File: src/rtl/multiplicador_defines.sv
// Shared encoding for the shift-add multiplier controller and datapath.
// Both blocks import it so they always agree on the state codes.
package multiplicador_defines;

    localparam int MULT_N  = 4;
    localparam int MULT_PW = 8;

    typedef enum logic [2:0] {
        ST_IDLE = 3'd0,
        ST_BIT0 = 3'd1,
        ST_BIT1 = 3'd2,
        ST_BIT2 = 3'd3,
        ST_BIT3 = 3'd4,
        ST_END  = 3'd5
    } estado_mult_t;

endpackage

File: src/rtl/multiplicador_ctrl.sv
// Sequencer for the shift-add multiplier: idle, four bit steps, then end.
// It stays in end while the start request is held so the result can be read.
module multiplicador_ctrl
    import multiplicador_defines::*;
(
    input  logic         clk_i,
    input  logic         rst_i,
    input  logic         strt_cmpt_i,
    output estado_mult_t state_o
);

    estado_mult_t state_q;
    estado_mult_t state_d;

    always_ff @(posedge clk_i) begin
        if (!rst_i) begin
            state_q <= ST_IDLE;
        end else begin
            state_q <= state_d;
        end
    end

    always_comb begin
        state_d = state_q;
        case (state_q)
            ST_IDLE: if (strt_cmpt_i) state_d = ST_BIT0;
            ST_BIT0: state_d = ST_BIT1;
            ST_BIT1: state_d = ST_BIT2;
            ST_BIT2: state_d = ST_BIT3;
            ST_BIT3: state_d = ST_END;
            ST_END:  if (!strt_cmpt_i) state_d = ST_IDLE;
            default: state_d = ST_IDLE;
        endcase
    end

    always_comb begin
        state_o = state_q;
    end

endmodule

File: src/rtl/multiplicador_top.sv
// Multiplier integration: controller sequencing the shift-add datapath.
module multiplicador_top
    import multiplicador_defines::*;
(
    input  logic                clk_i,
    input  logic                rst_i,
    input  logic                strt_cmpt_i,
    input  logic [MULT_N-1:0]   a_i,
    input  logic [MULT_N-1:0]   b_i,
    output logic [MULT_PW-1:0]  product_o,
    output logic                done_o,
    output logic                busy_o
);

    estado_mult_t state;

    multiplicador_ctrl u_ctrl (
        .clk_i       (clk_i),
        .rst_i       (rst_i),
        .strt_cmpt_i (strt_cmpt_i),
        .state_o     (state)
    );

    datapath_mult #(
        .N  (MULT_N),
        .PW (MULT_PW)
    ) u_dp (
        .clk_i     (clk_i),
        .rst_i     (rst_i),
        .state_i   (state),
        .a_i       (a_i),
        .b_i       (b_i),
        .product_o (product_o),
        .done_o    (done_o),
        .busy_o    (busy_o)
    );

endmodule

File: src/rtl/datapath_mult.sv
// Shift-add datapath driven by the controller's state code: latches operands
// in idle, performs one conditional add-and-shift per bit state.
module datapath_mult
    import multiplicador_defines::*;
#(
    parameter int N  = MULT_N,
    parameter int PW = MULT_PW
) (
    input  logic          clk_i,
    input  logic          rst_i,
    input  estado_mult_t  state_i,
    input  logic [N-1:0]  a_i,
    input  logic [N-1:0]  b_i,
    output logic [PW-1:0] product_o,
    output logic          done_o,
    output logic          busy_o
);

    logic [PW-1:0] mcand_q, mcand_d;
    logic [N-1:0]  mplier_q, mplier_d;
    logic [PW-1:0] acc_q, acc_d;
    logic [PW-1:0] product_q, product_d;
    logic          done_q, done_d;
    logic [PW-1:0] sum;

    // The bit-3 sum is also the final product, so it is computed once here.
    assign sum = acc_q + (mplier_q[0] ? mcand_q : '0);

    always_comb begin
        mcand_d   = mcand_q;
        mplier_d  = mplier_q;
        acc_d     = acc_q;
        product_d = product_q;
        done_d    = done_q;
        case (state_i)
            ST_BIT0, ST_BIT1, ST_BIT2: begin
                acc_d    = sum;
                mcand_d  = mcand_q << 1;
                mplier_d = mplier_q >> 1;
            end
            ST_BIT3: begin
                acc_d     = sum;
                mcand_d   = mcand_q << 1;
                mplier_d  = mplier_q >> 1;
                product_d = sum;
                done_d    = 1'b1;
            end
            ST_END: begin
            end
            default: begin
                mcand_d  = {{(PW-N){1'b0}}, a_i};
                mplier_d = b_i;
                acc_d    = '0;
                done_d   = 1'b0;
            end
        endcase
    end

    always_ff @(posedge clk_i) begin
        if (!rst_i) begin
            mcand_q   <= '0;
            mplier_q  <= '0;
            acc_q     <= '0;
            product_q <= '0;
            done_q    <= 1'b0;
        end else begin
            mcand_q   <= mcand_d;
            mplier_q  <= mplier_d;
            acc_q     <= acc_d;
            product_q <= product_d;
            done_q    <= done_d;
        end
    end

    assign product_o = product_q;
    assign done_o    = done_q;
    assign busy_o    = state_i inside {ST_BIT0, ST_BIT1, ST_BIT2, ST_BIT3};

endmodule

File: config.mk
export PLATFORM = sky130hd
export DESIGN_NAME = multiplicador_top
export DESIGN_NICKNAME = d
export VERILOG_FILES = /design/src/rtl/multiplicador_defines.sv /design/src/rtl/multiplicador_ctrl.sv /design/src/rtl/multiplicador_top.sv /design/src/rtl/datapath_mult.sv
export SDC_FILE = /design/constraint.sdc
export NUM_CORES = 1
export LEC_CHECK = 0
export ABC_AREA = 1
export CORE_MARGIN = 2
export CORE_UTILIZATION = 50
export CTS_CLUSTER_DIAMETER = 80
export CTS_CLUSTER_SIZE = 30
export DETAILED_ROUTE_END_ITERATION = 7
export HOLD_SLACK_MARGIN = 0.1
export PLACE_DENSITY = 0.74
export SLEW_MARGIN = 15
export SYNTH_ARGS = -nofsm -noshare
export SYNTH_HDL_FRONTEND = slang
export SYNTH_SLANG_ARGS = --single-unit
File: constraint.sdc
create_clock -name clk_i -period 2.5 [get_ports clk_i]
set_input_delay 0.25 -clock clk_i [delete_from_list [all_inputs] [get_ports clk_i]]
set_output_delay 0.25 -clock clk_i [all_outputs]
set_load 0.02 [all_outputs]
# Word-level counts from Yosys, hierarchy flattened
# Index checks and enable logic that the tools add are counted.
[classes] addsub=1 eq_ne=7 n_mux=8 n_reduce_logical=5
[ops] cell="case mux 8 bit (2 select lines)" n=2
[ops] cell="case mux 3 bit (6 select lines)" n=1
[ops] cell="adder 8 bit" n=1
[ops] cell="two-way mux 8 bit" n=1
[ops] cell="case mux 4 bit (2 select lines)" n=1
[ops] cell="OR reduction 4 bit" n=2
[ops] cell="== test 3 x 2 -> 1 bit (second input constant)" n=2
[ops] cell="== test 3 bit (second input constant)" n=2
[ops] cell="two-way mux 3 bit" n=2
[ops] cell="!= test 2 bit (second input constant)" n=2
[ops] cell="nonzero test 4 bit" n=1
[ops] cell="== test 3 x 1 -> 1 bit (second input constant)" n=1
[ops] cell="zero test 3 bit" n=1
[ops] cell="case mux 1 bit (2 select lines)" n=1
[ops] cell="AND reduction 2 bit" n=1
[word_totals] register_bits=32 input_bits=11 output_inout_bits=10 wordCells=27

# Logic depth before layout (Yosys ltp)
# Gate-level depths: netlist of run 1.
[logic_depth] depth_word=3 depth_mapped=16 mapped_depth_nobuf=15

# By module
# A second synthesis of run 1 with hierarchy kept.
[unflattened] cells_unflattened=253 hier_area_um2=1735.4
[modules_own_cells] mod="datapath_mult" instances=1 cells_per_inst=234 area_per_inst_um2=1602.8 seq_area_each_um2=580.6
[modules_own_cells] mod="multiplicador_ctrl" instances=1 cells_per_inst=19 area_per_inst_um2=132.6 seq_area_each_um2=60.1

# Least setup slack after synthesis of run 1
# No wires, ideal clock.
[synth_timing] kind="flip-flop to flip-flop" start="register u_dp.mplier_q[0]" end="register u_dp.product_q[6], in the netlist u_dp.product_o[6]" setup_time_ps=109 arrival_time_ps=1756 required_ps=2391 slack_ps=635 path_stages_with_launch=17 path_buffers=1 synth_period_minus_slack_ps=1865 path_cell_list="dfxtp_1 -> clkbuf_1 -> nand2_1 -> inv_1 -> ha_1 -> inv_1 -> fa_1 -> inv_1 -> nand2_1 -> nand2_1 -> nand3b_1 -> nand2_1 -> nand2_1 -> nand2_1 -> nand2_1 -> nand2_1 -> inv_1"
[synth_between] elab_chain_cells=2
[synth_lines] item="from (decl)" line_no="datapath_mult.sv:20" rtl="logic [N-1:0] mplier_q, mplier_d;"
[synth_lines] item="from (signal assigned)" line_no="datapath_mult.sv:68" rtl="mplier_q <= mplier_d;"
[synth_lines] item="two-way mux 8 bit" line_no="datapath_mult.sv:27" rtl="assign sum = acc_q + (mplier_q[0] ? mcand_q : '0);"
[synth_lines] item="adder 8 bit" line_no="datapath_mult.sv:27"
[synth_lines] item="to (signal assigned)" line_no="datapath_mult.sv:70" rtl="product_q <= product_d;"
[synth_lines] item="to (decl)" line_no="datapath_mult.sv:22" rtl="logic [PW-1:0] product_q, product_d;"
# No other way between the ends.
# A chain may end at the register's enable or synchronous reset.

# Final worst setup path of run 1
[layout_timing] start="register u_ctrl.state_q[1], in the netlist u_ctrl.state_o[1]" end="output busy_o"
[layout_between] elab_chain_cells=2 elab_cells_between_ends=5 cone_classes="eq/ne (4); reduce/logical (1)"
[layout_lines] item="from (decl)" line_no="multiplicador_ctrl.sv:12" rtl="estado_mult_t state_q;"
[layout_lines] item="from (signal assigned)" line_no="multiplicador_ctrl.sv:19" rtl="state_q <= state_d;"
[layout_lines] item="== test 3 x 1 -> 1 bit (tied with other cells)" line_no="datapath_mult.sv:77" rtl="assign busy_o = state_i inside {ST_BIT0, ST_BIT1, ST_BIT2, ST_BIT3};"
[layout_lines] item="nonzero test 4 bit *" line_no="datapath_mult.sv:77"
[layout_lines] item="to (decl)" line_no="multiplicador_top.sv:12" rtl="output logic busy_o"
# Every way passes the cells marked *; elsewhere a longest branch is shown, timed or not.

==> run summary, run 1 <==
largest family of logic cells by synthesized area -> simple AND/OR/NAND/NOR gates
largest net degree at the start of global routing -> 30
max cap viols -> 0
die height -> 62.28 um
Die X -> 62.28 um
min-delay worst type -> reg -> reg
post-synthesis xor/xnor area fraction -> 1.548%
DRT iter0 DRCs -> 121
unrepaired setup endpoints after global routing -> false
min-delay src -> u_dp.mcand_q[7]
Fill cells -> 340
Register-to-Register Path Depth -> 15
Core Area -> 3311 um2
router iterations before antenna repair -> 4
Critical Path AT -> 2.01 ns
Yosys warning count -> 0
P_leak -> 0.0009962 uW
CTS sink cnt -> 32
worst hold slack -> 0.4696 ns
Post-route DRC -> 0
asr flop ratio synth -> 0%
drt wl/cell -> 9.827 um
adder-cell area share of the yosys netlist -> 6.338%
# resized after CTS -> 0
Synth Instances -> 256
Syn Area/Cell -> 6.632 um2
Max Transition Viols Final -> 0
final worst setup slack -> 0.2351 ns
setup tns final -> 0 ns
worst r2r src -> u_dp.mplier_q[0]
clk root buf -> clkbuf_4
final WL -> 3184 um
vias in the first global route -> 1343
crit path to -> busy_o
Layout Nets -> 296
met2 WL post-DR -> 1383 um
metal3 WL -> 164 um
crit-path max FO -> 18
fin util -> 60.05%
CTS tree -> yes
layout cells sized above 1 -> 7.194%
Final min period -> 2.265 ns
first-pass GRT wire length -> 5754 um
routed vias/inst -> 4.679
Top FF cell, synth -> dfxtp_1
r2r setup slk -> 0.51 ns
worst r2r dst -> u_dp.product_o[6]
wl on met1 -> 1582 um
crit path launch -> u_ctrl.state_o[1]
clock-pin slew on the worst setup and hold paths -> 0.10 ns
# hold bufs at CTS -> 0
Peak VDD IR -> 304.7 uV
Setup crit end kind -> output pin
Distinct cells, synth -> 25
Yosys top cell area share -> 37.73%
row cnt -> 21
GRT Total Usage -> 18.69%
Initial Util -> 51.28%
dpl ws -> 0.5104 ns
Post-synth top cells -> nand2_1, inv_1, dfxtp_1
top cells by area, synth -> dfxtp_1, nand2_1, inv_1, nor2_1, a21oi_1
critical path startpoint category -> flip-flop
Worst EP required -> 2.25 ns
RePlAce Congestion -> 0.8257
Setup-failing EPs final -> 0
DP Wirelength -> 2300 um
worst rel slew slack -> 76.26%
total CTS buffers -> 5
synthesis-to-layout area growth -> 17.10%
Congestion Overflow GR -> 0
number of I/O port buffers -> 20
Hold Fails Final Rpt -> 0
fmax -> 441.5 MHz
number of synthesized flops with an enable pin -> 0
Power Density -> 546.5 nW/um2
n_diodes -> 0
flop and latch count out of synthesis -> 32
Worst-Skew Late Latency -> 0.34 ns
non-filler cells, final -> 324
DR vias -> 1516
mux contribution to synthesized area -> 0%
Register Area -> 640.6 um2
most numerous cell in the Yosys netlist -> nand2_1
Longest Clk Path Bufs -> 2
area leader, netlist -> dfxtp_1
Synth Net Count -> 275
post-route ant nets -> 0
register area share after synthesis -> 37.73%
Post-CTS Setup Bufs -> 0
Compound-Gate Fraction of Synth Area -> 9.580%
# placed instances -> 316
area of the multi-input gates -> 878.3 um2
DR top layer -> met4
status -> complete, no violations
Tcrit/Tclk final -> 90.60%
skew final -> 0.009178 ns
Mapped Area -> 1698 um2
critical path type -> reg -> out
die area -> 3878 um2
# IOs -> 21
Simple-Gate Fraction of Synth Area -> 34.27%
slew of the pin with the lowest slew margin -> 0.3557 ns
CTS H-tree lvls -> 2
initial antenna violation count -> 0
[registers in the layout, indices dropped and copies added, names as in the netlist]
name,count
u_dp.mcand_q,8
u_dp.done_o,1
u_dp.acc_q,8
u_dp.mplier_q,4
u_dp.product_o,8
u_ctrl.state_o,3
[cell families after synthesis]
kind of cell | count (synthesis)
adder cells (fa/ha/maj) | 8
AND/OR/NAND/NOR | 139
XOR/XNOR | 3
buffers and inverters | 44
AO/OA/AOI/OAI | 30
flip-flops | 32
[cell type report]
cell class	count	area share, %
timing repair buffer	22	10.82
clock buffer	8	2.958
tap	46	2.895
multi-input combinational	180	44.18
inverter	36	6.923
sequential	32	32.22
[worst min path at each step]
| stage | end | slack, ns | depth (start not counted) |
|---|---|---|---|
| floorplan | u_ctrl.state_o[2] | 0.36 | 2 |
| global placement | u_dp.mcand_q[7] | 0.45 | 2 |
| detailed placement | u_dp.mcand_q[7] | 0.46 | 2 |
| CTS | u_dp.mplier_q[3] | 0.47 | 3 |
| global route | u_dp.mcand_q[7] | 0.49 | 2 |
| finish | u_dp.mcand_q[7] | 0.47 | 2 |
[layout by cell type, fill, tap and decap left out, drive strengths merged]
cell type | Yosys | final
or2 | 3 | 3
inv | 36 | 36
nor3 | 1 | 1
nand3 | 17 | 17
dfxtp | 32 | 32
fa | 1 | 1
nand2 | 83 | 83
o21a | 1 | 1
ha | 7 | 7
xor2 | 1 | 1
nand3b | 2 | 2
xnor2 | 2 | 2
clkbuf | 4 | 8
o22ai | 2 | 2
nor2 | 33 | 33
clkdlybuf4s50 | 0 | 20
a21oi | 18 | 18
buf | 4 | 2
o21ai | 9 | 9
[critical path, stage by stage, from the launching register on]
cell	delay (ns)
dfxtp_1	0.35
inv_1	0.07
nand2_1	0.12
o21ai_2	0.21
nor2_4	0.10
inv_4	0.18
clkdlybuf4s50_1	0.64
[metrics by stage]
| stage | area, um2 | total power [uW] |
|---|---|---|
| finish | 1988 | 1087 |
| global route | 1988 | 1154 |
| CTS | 1988 | 1097 |
| detailed placement | 1929 | 786.8 |
| global placement | 1929 | 783.3 |
| floorplan | 1698 | 727.4 |
[power by group]
part / total (uW) / switching, uW / internal [uW] / leakage, uW
combinational: 208 / 127 / 81.4 / 0.000703
clock: 313 / 174 / 139 / 0.0000326
sequential: 565 / 24.9 / 540 / 0.000260
total: 1090 / 326 / 760 / 0.000996
[routing by layer]
metal	up-vias	track usage [%]
li1	834	-
met1	645	22.16
met2	32	30.43
met3	5	6.703
met4	0	8.333
met5	-	0
No activity file was read; power rests on OpenSTA's default activity.
==> inputs of run 2 (changes only) <==
- CORE_UTILIZATION: 50 -> 45
- PLACE_DENSITY: 0.74 -> 0.78
==> run summary, run 2 (synthesis results as in run 1) <==
status -> complete, no violations (unchanged)
Longest Clk Path Bufs -> 2 (unchanged)
Hold Fails Final Rpt -> 0 (unchanged)
final WL -> 3192 um (was 3184 um)
P_leak -> 0.001028 uW (was 0.0009962 uW)
Most Crowded Layer GR -> met2 (unchanged)
Setup-failing EPs final -> 0 (unchanged)
final worst setup slack -> 0.2898 ns (was 0.2351 ns)
synthesis-to-layout area growth -> 21.22% (was 17.10%)
initial antenna violation count -> 0 (unchanged)
skew final -> 0.01099 ns (was 0.009178 ns)
critical path type -> reg -> out (unchanged)
unrepaired setup endpoints after global routing -> false (unchanged)
Core Area -> 3633 um2 (was 3311 um2)
Gate power share -> 15.9% (was 19.2%)
slew of the pin with the lowest slew margin -> 0.3585 ns (was 0.3557 ns)
crit-path max FO -> 18 (unchanged)
DR vias -> 1507 (was 1516)
Fill cells -> 365 (was 340)
Max Transition Viols Final -> 0 (unchanged)
die area -> 4280 um2 (was 3878 um2)
Tcrit/Tclk final -> 88.41% (was 90.60%)
Cell Int Power -> 973.5 uW (was 760.3 uW)
worst rel slew slack -> 76.08% (was 76.26%)
clk root buf -> clkbuf_8 (was clkbuf_4)
Register Area -> 640.6 um2 (unchanged)
dpl ws -> 0.5344 ns (was 0.5104 ns)
largest net degree at the start of global routing -> 26 (was 30)
Worst EP required -> 2.25 ns (about the same)
Critical Path AT -> 1.96 ns (was 2.01 ns)
max cap viols -> 0 (unchanged)
die height -> 65.43 um (was 62.28 um)
critical path startpoint category -> flip-flop (unchanged)
post-place instance area -> 1932 um2 (was 1929 um2)
Peak VDD IR -> 339.5 uV (was 304.7 uV)
Congestion Overflow GR -> 0 (unchanged)
Clk pwr share -> 41.0% (was 28.8%)
Worst-Skew Late Latency -> 0.28 ns (was 0.34 ns)
row cnt -> 22 (was 21)
Register-to-Register Path Depth -> 15 (unchanged)
Post-CTS Setup Bufs -> 0 (unchanged)
number of I/O port buffers -> 20 (unchanged)
r2r setup slk -> 0.53 ns (was 0.51 ns)
router iterations before antenna repair -> 4 (unchanged)
layout cells sized above 1 -> 7.914% (was 7.194%)
vias in the first global route -> 1341 (was 1343)
worst hold slack -> 0.4682 ns (was 0.4696 ns)
total CTS buffers -> 5 (unchanged)
Die X -> 65.43 um (was 62.28 um)
met2 usage -> 26.53% (was 30.43%)
GRT Total Usage -> 16.98% (was 18.69%)
Net Sw Frac -> 25.92% (was 30.03%)
Initial Util -> 46.73% (was 51.28%)
min-delay worst type -> reg -> reg (unchanged)
Hold Crit Depth -> 2 (unchanged)
routed vias/inst -> 4.623 (was 4.679)
Power Density -> 638.5 nW/um2 (was 546.5 nW/um2)
DP Wirelength -> 2322 um (was 2300 um)
worst r2r dst -> u_dp.product_o[6] (unchanged)
area of the multi-input gates -> 878.3 um2 (unchanged)
CTS H-tree lvls -> 2 (unchanged)
RePlAce Congestion -> 0.8197 (was 0.8257)
Final min period -> 2.210 ns (was 2.265 ns)
min-delay src -> u_dp.mcand_q[7] (unchanged)
CTS tree -> yes (unchanged)
fmax -> 452.4 MHz (was 441.5 MHz)
n_diodes -> 0 (unchanged)
Seq pwr share -> 43.0% (was 52.0%)
# resized after CTS -> 0 (unchanged)
hold path endpoint -> u_dp.mcand_q[7] (unchanged)
commonest non-fill, non-tap cell in the layout -> nand2_1 (unchanged)
Layout Nets -> 296 (unchanged)
clock-pin slew on the worst setup and hold paths -> 0.07 ns (was 0.10 ns)
DRT iter0 DRCs -> 68 (was 121)
CTS sink cnt -> 32 (unchanged)
Post-route DRC -> 0 (unchanged)
first-pass GRT wire length -> 5637 um (was 5754 um)
setup tns final -> 0 ns (unchanged)
# IOs -> 21 (unchanged)
commonest non-fill, non-tap cells in the layout -> nand2_1, inv_1, dfxtp_1, nor2_1, clkdlybuf4s50_1 (unchanged)
drt wl/cell -> 9.791 um (was 9.827 um)
met3 Usage GRT -> 3.596% (was 6.703%)
design area -> 2058 um2 (was 1988 um2)
post-route ant nets -> 0 (unchanged)
# hold bufs at CTS -> 0 (unchanged)
sw power -> 340.7 uW (was 326.3 uW)
met1 usage -> 22.39% (was 22.16%)
Setup crit end kind -> output pin (unchanged)
worst r2r src -> u_dp.mplier_q[0] (unchanged)
-- run 2: cell count changes in the layout (fill, tap and decap cells not counted) --
cell,before,now
clkbuf_4,5,0
bufinv_16,0,1
clkbuf_1,2,0
clkbuf_8,1,7
-- run 2: area by class of cell --
cell class              count  share of cell area (%)
clock inverters             1                   1.459
multi-input cells         180                   42.67
flip-flops and latches     32                   31.12
repair buffers             22                   10.46
well taps                  48                   2.918
clock buffers               7                   4.681
inverters                  36                   6.687
-- run 2: how the worst max path moves through the flow --
stage	startpoint	end	slack, ns	cells after the start
after floorplan	u_dp.mplier_q[0]	u_dp.product_o[6]	0.64	16
after CTS	u_ctrl.state_o[1]	busy_o	0.28	6
final	u_ctrl.state_o[1]	busy_o	0.29	6
after global placement	u_dp.mplier_q[0]	u_dp.product_o[6]	0.56	15
after detailed placement	u_dp.mplier_q[0]	u_dp.product_o[6]	0.53	15
after global routing	u_ctrl.state_o[1]	busy_o	0.17	6
-- run 2: metrics by stage --
stage | cells | total power [uW] | util, %
6_report | 326 | 1314 | 56.65
5_1_grt | 326 | 1381 | 56.65
2_1_floorplan | 256 | 727.4 | -
3_3_place_gp | 318 | 782.1 | 53.17
3_5_place_dp | 318 | 787.1 | 53.17
4_1_cts | 326 | 1329 | 56.65
-- run 2: routing by layer --
layer / up-vias / part of all wire, %
met4: 0 / 1.5
met1: 650 / 51
li1: 830 / -
met2: 23 / 44
met3: 4 / 3.5
met5: - / 0
-- run 2: power groups by stage --
stage	sequential, uW	combinational, uW	clock [uW]
2_1_floorplan	575	153	0
3_3_place_gp	576	206	0
3_5_place_dp	577	210	0
4_1_cts	565	211	553
5_1_grt	570	236	576
6_report	566	209	539
-- run 2: worst max-delay path: stages, from the launching register on --
cell	delay, ns
dfxtp_1	0.34
inv_1	0.08
nand2_1	0.12
o21ai_2	0.23
nor2_4	0.10
inv_4	0.18
clkdlybuf4s50_1	0.63
==> inputs of run 3 (changes only) <==
- CORE_UTILIZATION: 45 -> 54
- PLACE_DENSITY: 0.78 -> 0.89
==> run summary, run 3 (synthesis results as in run 1) <==
drt wl/cell -> 9.583 um (was 9.791 um)
worst r2r src -> u_dp.mplier_q[0] (unchanged)
# IOs -> 21 (unchanged)
P_leak -> 0.0009907 uW (was 0.001028 uW)
largest net degree at the start of global routing -> 22 (was 26)
Power Density -> 546.0 nW/um2 (was 638.5 nW/um2)
CTS H-tree lvls -> 2 (unchanged)
Setup crit end kind -> output pin (unchanged)
Worst-Skew Late Latency -> 0.33 ns (was 0.28 ns)
Worst EP required -> 2.25 ns (about the same)
Critical path buffers and inverters -> 3 (unchanged)
Final min period -> 2.275 ns (was 2.210 ns)
vias in the first global route -> 1404 (was 1341)
worst r2r dst -> u_dp.product_o[6] (unchanged)
die height -> 60.08 um (was 65.43 um)
final WL -> 3076 um (was 3192 um)
skew final -> 0.004488 ns (was 0.01099 ns)
r2r setup slk -> 0.51 ns (was 0.53 ns)
Peak VDD IR -> 382.6 uV (was 339.5 uV)
max cap viols -> 0 (unchanged)
commonest non-fill, non-tap cells in the layout -> nand2_1, inv_1, dfxtp_1, nor2_1, clkdlybuf4s50_1 (unchanged)
Initial Util -> 56.07% (was 46.73%)
Tcrit/Tclk final -> 91.00% (was 88.41%)
Setup-failing EPs final -> 0 (unchanged)
first-pass GRT wire length -> 5623 um (was 5637 um)
crit-path max cell delay -> 0.64 ns (was 0.63 ns)
total CTS buffers -> 5 (unchanged)
die area -> 3609 um2 (was 4280 um2)
Critical Path AT -> 2.03 ns (was 1.96 ns)
Register-to-Register Path Depth -> 15 (unchanged)
number of I/O port buffers -> 20 (unchanged)
layout cells sized above 1 -> 6.859% (was 7.914%)
# placed instances -> 313 (was 318)
clk root buf -> clkbuf_4 (was clkbuf_8)
Die X -> 60.08 um (was 65.43 um)
non-filler cells, final -> 321 (was 326)
critical path cell sequence -> inv_1 -> nand2_1 -> o21ai_2 -> nor2_4 -> inv_4 -> clkdlybuf4s50_1 (unchanged)
crit-path max FO -> 18 (unchanged)
row cnt -> 20 (was 22)
family with the most delay on the worst path -> buffers and inverters (unchanged)
Core Area -> 3028 um2 (was 3633 um2)
CTS tree -> yes (unchanged)
status -> complete, no violations (unchanged)
# resized after CTS -> 0 (unchanged)
fmax -> 439.5 MHz (was 452.4 MHz)
unrepaired setup endpoints after global routing -> false (unchanged)
min-delay worst type -> reg -> reg (unchanged)
DP Wirelength -> 2280 um (was 2322 um)
post-place instance area -> 1919 um2 (was 1932 um2)
critical path startpoint category -> flip-flop (unchanged)
n_diodes -> 0 (unchanged)
Longest Clk Path Bufs -> 2 (unchanged)
Layout Nets -> 295 (was 296)
clock-pin slew on the worst setup and hold paths -> 0.09 ns (was 0.07 ns)
crit path launch -> u_ctrl.state_o[1] (unchanged)
DRT iter0 DRCs -> 54 (was 68)
# hold bufs at CTS -> 0 (unchanged)
routed vias/inst -> 4.782 (was 4.623)
Hold Fails Final Rpt -> 0 (unchanged)
router iterations before antenna repair -> 4 (unchanged)
Post-route DRC -> 0 (unchanged)
min-delay src -> u_dp.done_o (was u_dp.mcand_q[7])
setup tns final -> 0 ns (unchanged)
hold path endpoint -> u_dp.done_o (was u_dp.mcand_q[7])
Hold Crit Depth -> 2 (unchanged)
CTS sink cnt -> 32 (unchanged)
RePlAce Congestion -> 0.8465 (was 0.8197)
slew of the pin with the lowest slew margin -> 0.4303 ns (was 0.3585 ns)
critical path type -> reg -> out (unchanged)
slowest CP cell -> clkdlybuf4s50_1 (unchanged)
synthesis-to-layout area growth -> 16.51% (was 21.22%)
Post-CTS Setup Bufs -> 0 (unchanged)
commonest non-fill, non-tap cell in the layout -> nand2_1 (unchanged)
design area -> 1978 um2 (was 2058 um2)
Congestion Overflow GR -> 0 (unchanged)
Max Transition Viols Final -> 0 (unchanged)
initial antenna violation count -> 0 (unchanged)
DR vias -> 1535 (was 1507)
post-route ant nets -> 0 (unchanged)
worst rel slew slack -> 71.25% (was 76.08%)
GRT Total Usage -> 20.96% (was 16.98%)
run 3: worst max path at each step:
stage / to / slack [ns] / cells after the start
6_report: busy_o / 0.22 / 6
2_1_floorplan: u_dp.product_o[6] / 0.64 / 16
5_1_grt: busy_o / 0.08 / 6
4_1_cts: busy_o / 0.22 / 6
3_3_place_gp: u_dp.product_o[6] / 0.62 / 15
3_5_place_dp: u_dp.product_o[6] / 0.55 / 15
run 3: tightest hold or removal path, delay by kind of cell (launching register included):
kind               cells  cell delay, ns
AOI/OAI and AO/OA      1            0.05
DFF                    1            0.32
and+or+nand+nor        1            0.06
run 3: cell type report:
cell class                 instances  area [um2]
timing repair buffer              21       207.7
clock buffer                       8       58.81
tap                               44       55.05
inverter                          36       137.6
multi-input combinational        180       878.3
sequential                        32       640.6
fill                             275        1050
run 3: power by group:
group	total, uW	leakage (uW)	internal, uW	switching [uW]
clock network	307	0.0000326	139	168
registers	566	0.000260	540	25.5
logic	208	0.000698	81.1	127
run 3: through the flow:
stage               utilization (%)  total power (uW)  setup slack [ns]  hold WS (ns)
floorplan                         -             727.4            0.6352        0.3627
global placement              63.39             778.8            0.6164        0.4538
detailed placement            63.39             786.0            0.5494        0.4587
CTS                           65.33              1088            0.2173        0.4725
global route                  65.33              1155           0.07849        0.4835
finish                        65.33              1080            0.2249        0.4686
run 3: layer usage:
metal | share of wire [%] | track usage, % | routed length (um)
met4 | 1.4 | 8.571 | 43
met3 | 4.1 | 7.143 | 125
met2 | 47 | 34.63 | 1446
met5 | 0 | 0 | 0
met1 | 47 | 24.70 | 1461
==> RTL edit 1: new RTL, settings of run 3 <==
Reset style: asynchronous (`rst_i`), changed in 2 clocked blocks.
--- a/src/rtl/multiplicador_ctrl.sv
+++ b/src/rtl/multiplicador_ctrl.sv
@@ -12,7 +12,7 @@
     estado_mult_t state_q;
     estado_mult_t state_d;
 
-    always_ff @(posedge clk_i) begin
+    always_ff @(posedge clk_i or negedge rst_i) begin
         if (!rst_i) begin
             state_q <= ST_IDLE;
         end else begin
--- a/src/rtl/datapath_mult.sv
+++ b/src/rtl/datapath_mult.sv
@@ -56,7 +56,7 @@
         endcase
     end
 
-    always_ff @(posedge clk_i) begin
+    always_ff @(posedge clk_i or negedge rst_i) begin
         if (!rst_i) begin
             mcand_q   <= '0;
             mplier_q  <= '0;
Behaviour: differs if rst_i is asserted again (counterexample within 4 cycles, from zero or initial values and one cycle with rst_i low); with rst_i held inactive, the same outputs for 10 cycles.
==> RTL edit 1 against run 3 <==
Cell area increased by 4.2%; first-iteration DRC count decreased by 7.4%; sequential cell count unchanged; largest cell class unchanged; critical path depth unchanged; routed wire length increased by 6.3%; synthesized area increased by 4.0%; setup slack got worse by 0.021 ns.
Power is not compared: it rests on default switching activity, and its combinational part moved more than twofold at a synthesized area within 25%.
==> RTL edit 1: results (changes against run 3) <==
| Metric | Value |
|---|---|
| WL per Instance | `11.20 um (+17%)` |
| Met1 usage | `0.2845 (+0.03755)` |
| Outcome | `finished, final reports clean` |
| Largest cells by area after synthesis | `dfrtp_1 (45%), nand2_1 (17%), nand3_1 (6.8%), inv_1 (6.6%), ha_1 (5.0%)` |
| Total power | `2.622 mW` |
| Synth async-reset ratio | `1.000 (+1.000)` |
| Met2 GRT Util | `0.3389 (-0.007368)` |
| Synth Area in Compound Gates | `0.04678 (-0.04902)` |
| Vias in the first global route | `1,398 (-0.43%)` |
| Final nets | `266 (-9.8%)` |
| Met3 Wirelength | `151 um (+21%)` |
| Worst reg2reg startpoint | `u_dp.mplier_q[0]$_DFFE_PN0P_` |
| GRT met3 Usage | `0.05882 (-0.01261)` |
| Synth Area in Adders | `0.06095 (-0.002425)` |
| FILL cells | `266 (-3.3%)` |
| Routability congestion estimate | `0.9551 (+13%)` |
| Vias | `1,504 (-2.0%)` |
| Relative slew slack | `0.6996 (-0.01287)` |
| Worst hold path class | `in -> async` |
| Reg-to-Reg End | `u_dp.acc_q[4]$_DFFE_PN0P_` |
| Post-DP HPWL | `2415 um (+6.0%)` |
| Synthesized instance count | `224 (-13%)` |
| R2R cell count | `12 (-3)` |
| Post-synth top cells | `nand2_1 (78), dfrtp_1 (32), inv_1 (31)` |
| Worst-path fanout max | `15 (-3)` |
| Xor/xnor share of the synthesized area | `0.009922 (-0.005553)` |
| Reg-to-reg slack, setup | `0.58 ns (+0.07 ns)` |
| Reg clk slew, reported paths | `0.11 ns (+0.02 ns)` |
| Largest net degree at the start of global routing | `33 (+50%)` |
| GRT Total Usage | `0.2189 (+0.009291)` |
| Hold WS | `0.2959 ns (-0.1727 ns)` |
| Met2 wire length | `1596 um (+10%)` |
| Share of cells above drive strength 1 | `0.08871 (+0.02012)` |
| Met1 Routed Length | `1449 um (-0.82%)` |
| Starting DRT DRC Count | `50 (-7.4%)` |
| Top_reg_cell synth | `dfrtp_1` |
| Clock skew | `0.01369 ns (+0.009197 ns)` |
| Top layer in use | `met4` |
==> RTL edit 1: cell count changes after synthesis, moves of 3 or more <==
cell             run 3  this run
nand3_1             16        24
nand3b_1             2         8
nor2_1              31         4
a21oi_1             18         2
nand2_1             82        78
dfrtp_1              0        32
clkbuf_1             4         1
dfxtp_1             32         0
==> RTL edit 1: critical path: stages, from the launching register on <==
cell and delay (ns):
dfrtp_1 0.43, inv_2 0.09, nand2_4 0.06, nor2_4 0.21, nor2_4 0.10, nand2_4 0.18
clkdlybuf4s50_1 0.64
==> RTL edit 1: how the worst max path moves through the flow <==
stage,from,end,slack (ns),cells after the start
6_report,u_ctrl.state_o[1]$_DFFE_PN0P_,busy_o,0.20,6
3_5_place_dp,u_ctrl.state_o[1]$_DFFE_PN0P_,busy_o,0.58,6
5_1_grt,u_ctrl.state_o[1]$_DFFE_PN0P_,busy_o,0.05,6
4_1_cts,u_ctrl.state_o[1]$_DFFE_PN0P_,busy_o,0.18,6
3_3_place_gp,u_ctrl.state_o[1]$_DFFE_PN0P_,busy_o,0.59,6
2_1_floorplan,u_dp.mplier_q[0]$_DFFE_PN0P_,u_dp.acc_q[6]$_DFFE_PN0P_,0.70,14
==> RTL edit 1: final cells by class <==
cell class                 instances  area share
sequential                        32      0.3883
inverter                          35     0.06371
clock buffer                       7     0.02670
timing repair buffer              21      0.1007
tap                               44     0.02670
clock inverter                     1    0.003641
multi-input combinational        152      0.3902
==> RTL edit 1: per-stage QoR <==
step	cell area, um2	worst slack (ns)
final	2062	0.2034
after global routing	2062	0.04525
after CTS	2062	0.1835
after detailed placement	1999	0.5812
after global placement	1999	0.5855
after floorplan	1765	0.7017
==> RTL edit 2: new RTL, flow settings as in run 3 <==
Made on the original files. Set the package constant `MULT_PW` to 4 (it was 8).
--- a/src/rtl/multiplicador_defines.sv
+++ b/src/rtl/multiplicador_defines.sv
@@ -3,7 +3,7 @@
 package multiplicador_defines;
 
     localparam int MULT_N  = 4;
-    localparam int MULT_PW = 8;
+    localparam int MULT_PW = 4;
 
     typedef enum logic [2:0] {
         ST_IDLE = 3'd0,
Interface: changed (resized product_o); port bits go from 21 to 17. The function was not compared with the original's and may differ.
==> RTL edit 2 against run 3 <==
Non-clock buffer count decreased by 5; routed wire length fell by 23%; first-iteration DRC count decreased by 78%; register-to-register slack better by 0.30 ns; total power is 20% lower; count of clock-buffer cells in the layout decreased by 5; synthesized area fell by 37%; setup slack better by 0.16 ns; clock skew grew 0.0043 ns; sequential cell count fell by 12; cell area is 34% lower; sequential power is 34% lower.
==> RTL edit 2: results (changes against run 3) <==
| Metric | Value |
|---|---|
| Drt pass-1 iters | `4 (unchanged)` |
| GRT Total Usage | `0.2235 (+0.01388)` |
| WL per Instance | `11.79 um (+23%)` |
| Global-route wire length before repair | `4167 um (-26%)` |
| Routability congestion estimate | `0.7773 (-8.2%)` |
| Leak | `0.5912 nW (-40%)` |
| Reg-to-reg slack, setup | `0.81 ns (+0.30 ns)` |
| Reg clk slew, reported paths | `0.12 ns (+0.03 ns)` |
| Vias | `1,017 (-34%)` |
| Relative slew slack | `0.6959 (-0.01662)` |
| Crit share post-route | `0.8448 (-0.06523)` |
| Post-synth top cells | `nand2_1 (33), nor2_1 (28), inv_1 (21)` |
| Reg-to-Reg End | `u_dp.product_o[2]$_SDFFE_PN0P_` |
| Hold WS | `0.4793 ns (+0.01067 ns)` |
| PortBufs | `16 (-20%)` |
| Vias in the first global route | `945 (-33%)` |
| Final nets | `190 (-36%)` |
| Worst-path fanout max | `8 (-10)` |
| Largest cells by area after synthesis | `dfxtp_1 (38%), nand2_1 (12%), nor2_1 (9.8%), inv_1 (7.4%), nand3_1 (6.1%)` |
| Sequential-to-total area share from yosys stat | `0.3751 (-0.002156)` |
| Crit path largest cell delay | `0.61 ns (-0.03 ns)` |
| Share of cells above drive strength 1 | `0.09770 (+0.02911)` |
| Outcome | `finished, final reports clean` |
| Syn Nets | `171 (-38%)` |
| Cell variety after synth | `21 (-16%)` |
| Clock skew | `0.008754 ns (+0.004266 ns)` |
| Starting DRT DRC Count | `12 (-78%)` |
| Worst VDD drop | `0.4638 mV (+21%)` |
| Internal power | `597.1 uW (-21%)` |
| Setup crit end | `busy_o` |
| Largest net degree at the start of global routing | `14 (-36%)` |
| Post-DP HPWL | `1707 um (-25%)` |
| Arr. time, crit path | `1.86 ns (-0.17 ns)` |
| Total CTS buffers | `3 (-2)` |
| Hold Startpoint | `u_dp.product_o[2]$_SDFFE_PN0P_` |
| R2R cell count | `8 (-7)` |
| Worst Hold End | `u_dp.product_o[2]$_SDFFE_PN0P_` |
| Root Driver | `clkbuf_4` |
| Worst-Skew Late Latency | `0.31 ns (-0.02 ns)` |
| Dpl ws | `0.7377 ns (+0.1883 ns)` |
| Top_reg_cell synth | `dfxtp_1` |
| H-Tree Depth | `1 (-1)` |
[RTL edit 2: cell count changes after synthesis, sizes merged, moves of 4 or more]
cell and change:
dfxtp -12, ha -4, nand2 -44, inv -14, a21oi -7
[RTL edit 2: area by class of cell]
type,count,area [um2]
fillers,152,599.3
multi-input cells,112,573.1
flip-flops and latches,20,400.4
repair buffers,16,160.2
inverters,22,82.58
well taps,27,33.78
clock inverters,1,30.03
clock buffers,3,22.52
[RTL edit 2: per-stage QoR]
step | instances | area (um2)
2_1_floorplan | 156 | 1067
3_3_place_gp | 197 | 1250
3_5_place_dp | 197 | 1250
4_1_cts | 201 | 1303
5_1_grt | 201 | 1303
6_report | 201 | 1303
[RTL edit 2: cell families (layout without fill, tap and decap cells)]
group | Yosys count | after routing | share of synthesized area
adder cells (fa/ha/maj) | 4 | 4 | 0.05393
AO/OA/AOI/OAI | 22 | 22 | 0.1067
XOR/XNOR | 1 | 1 | 0.008208
buffers and inverters | 24 | 42 | 0.08792
AND/OR/NAND/NOR | 85 | 85 | 0.3681
flip-flops | 20 | 20 | 0.3751
[RTL edit 2: routing by layer]
metal | up-vias | global-route usage | wire length, um
li1 | 527 | - | -
met1 | 447 | 0.2790 | 1051
met2 | 41 | 0.3819 | 1164
met3 | 2 | 0.04630 | 144
met4 | 0 | 0.08095 | 10
met5 | - | 0 | 0
[RTL edit 2: power groups by stage]
| stage | registers, mW | clock network, mW | logic, mW |
|---|---|---|---|
| after floorplan | 0.380 | 0 | 0.149 |
| after global placement | 0.379 | 0 | 0.208 |
| after detailed placement | 0.381 | 0 | 0.214 |
| after CTS | 0.373 | 0.271 | 0.216 |
| after global routing | 0.379 | 0.290 | 0.241 |
| final | 0.374 | 0.272 | 0.215 |
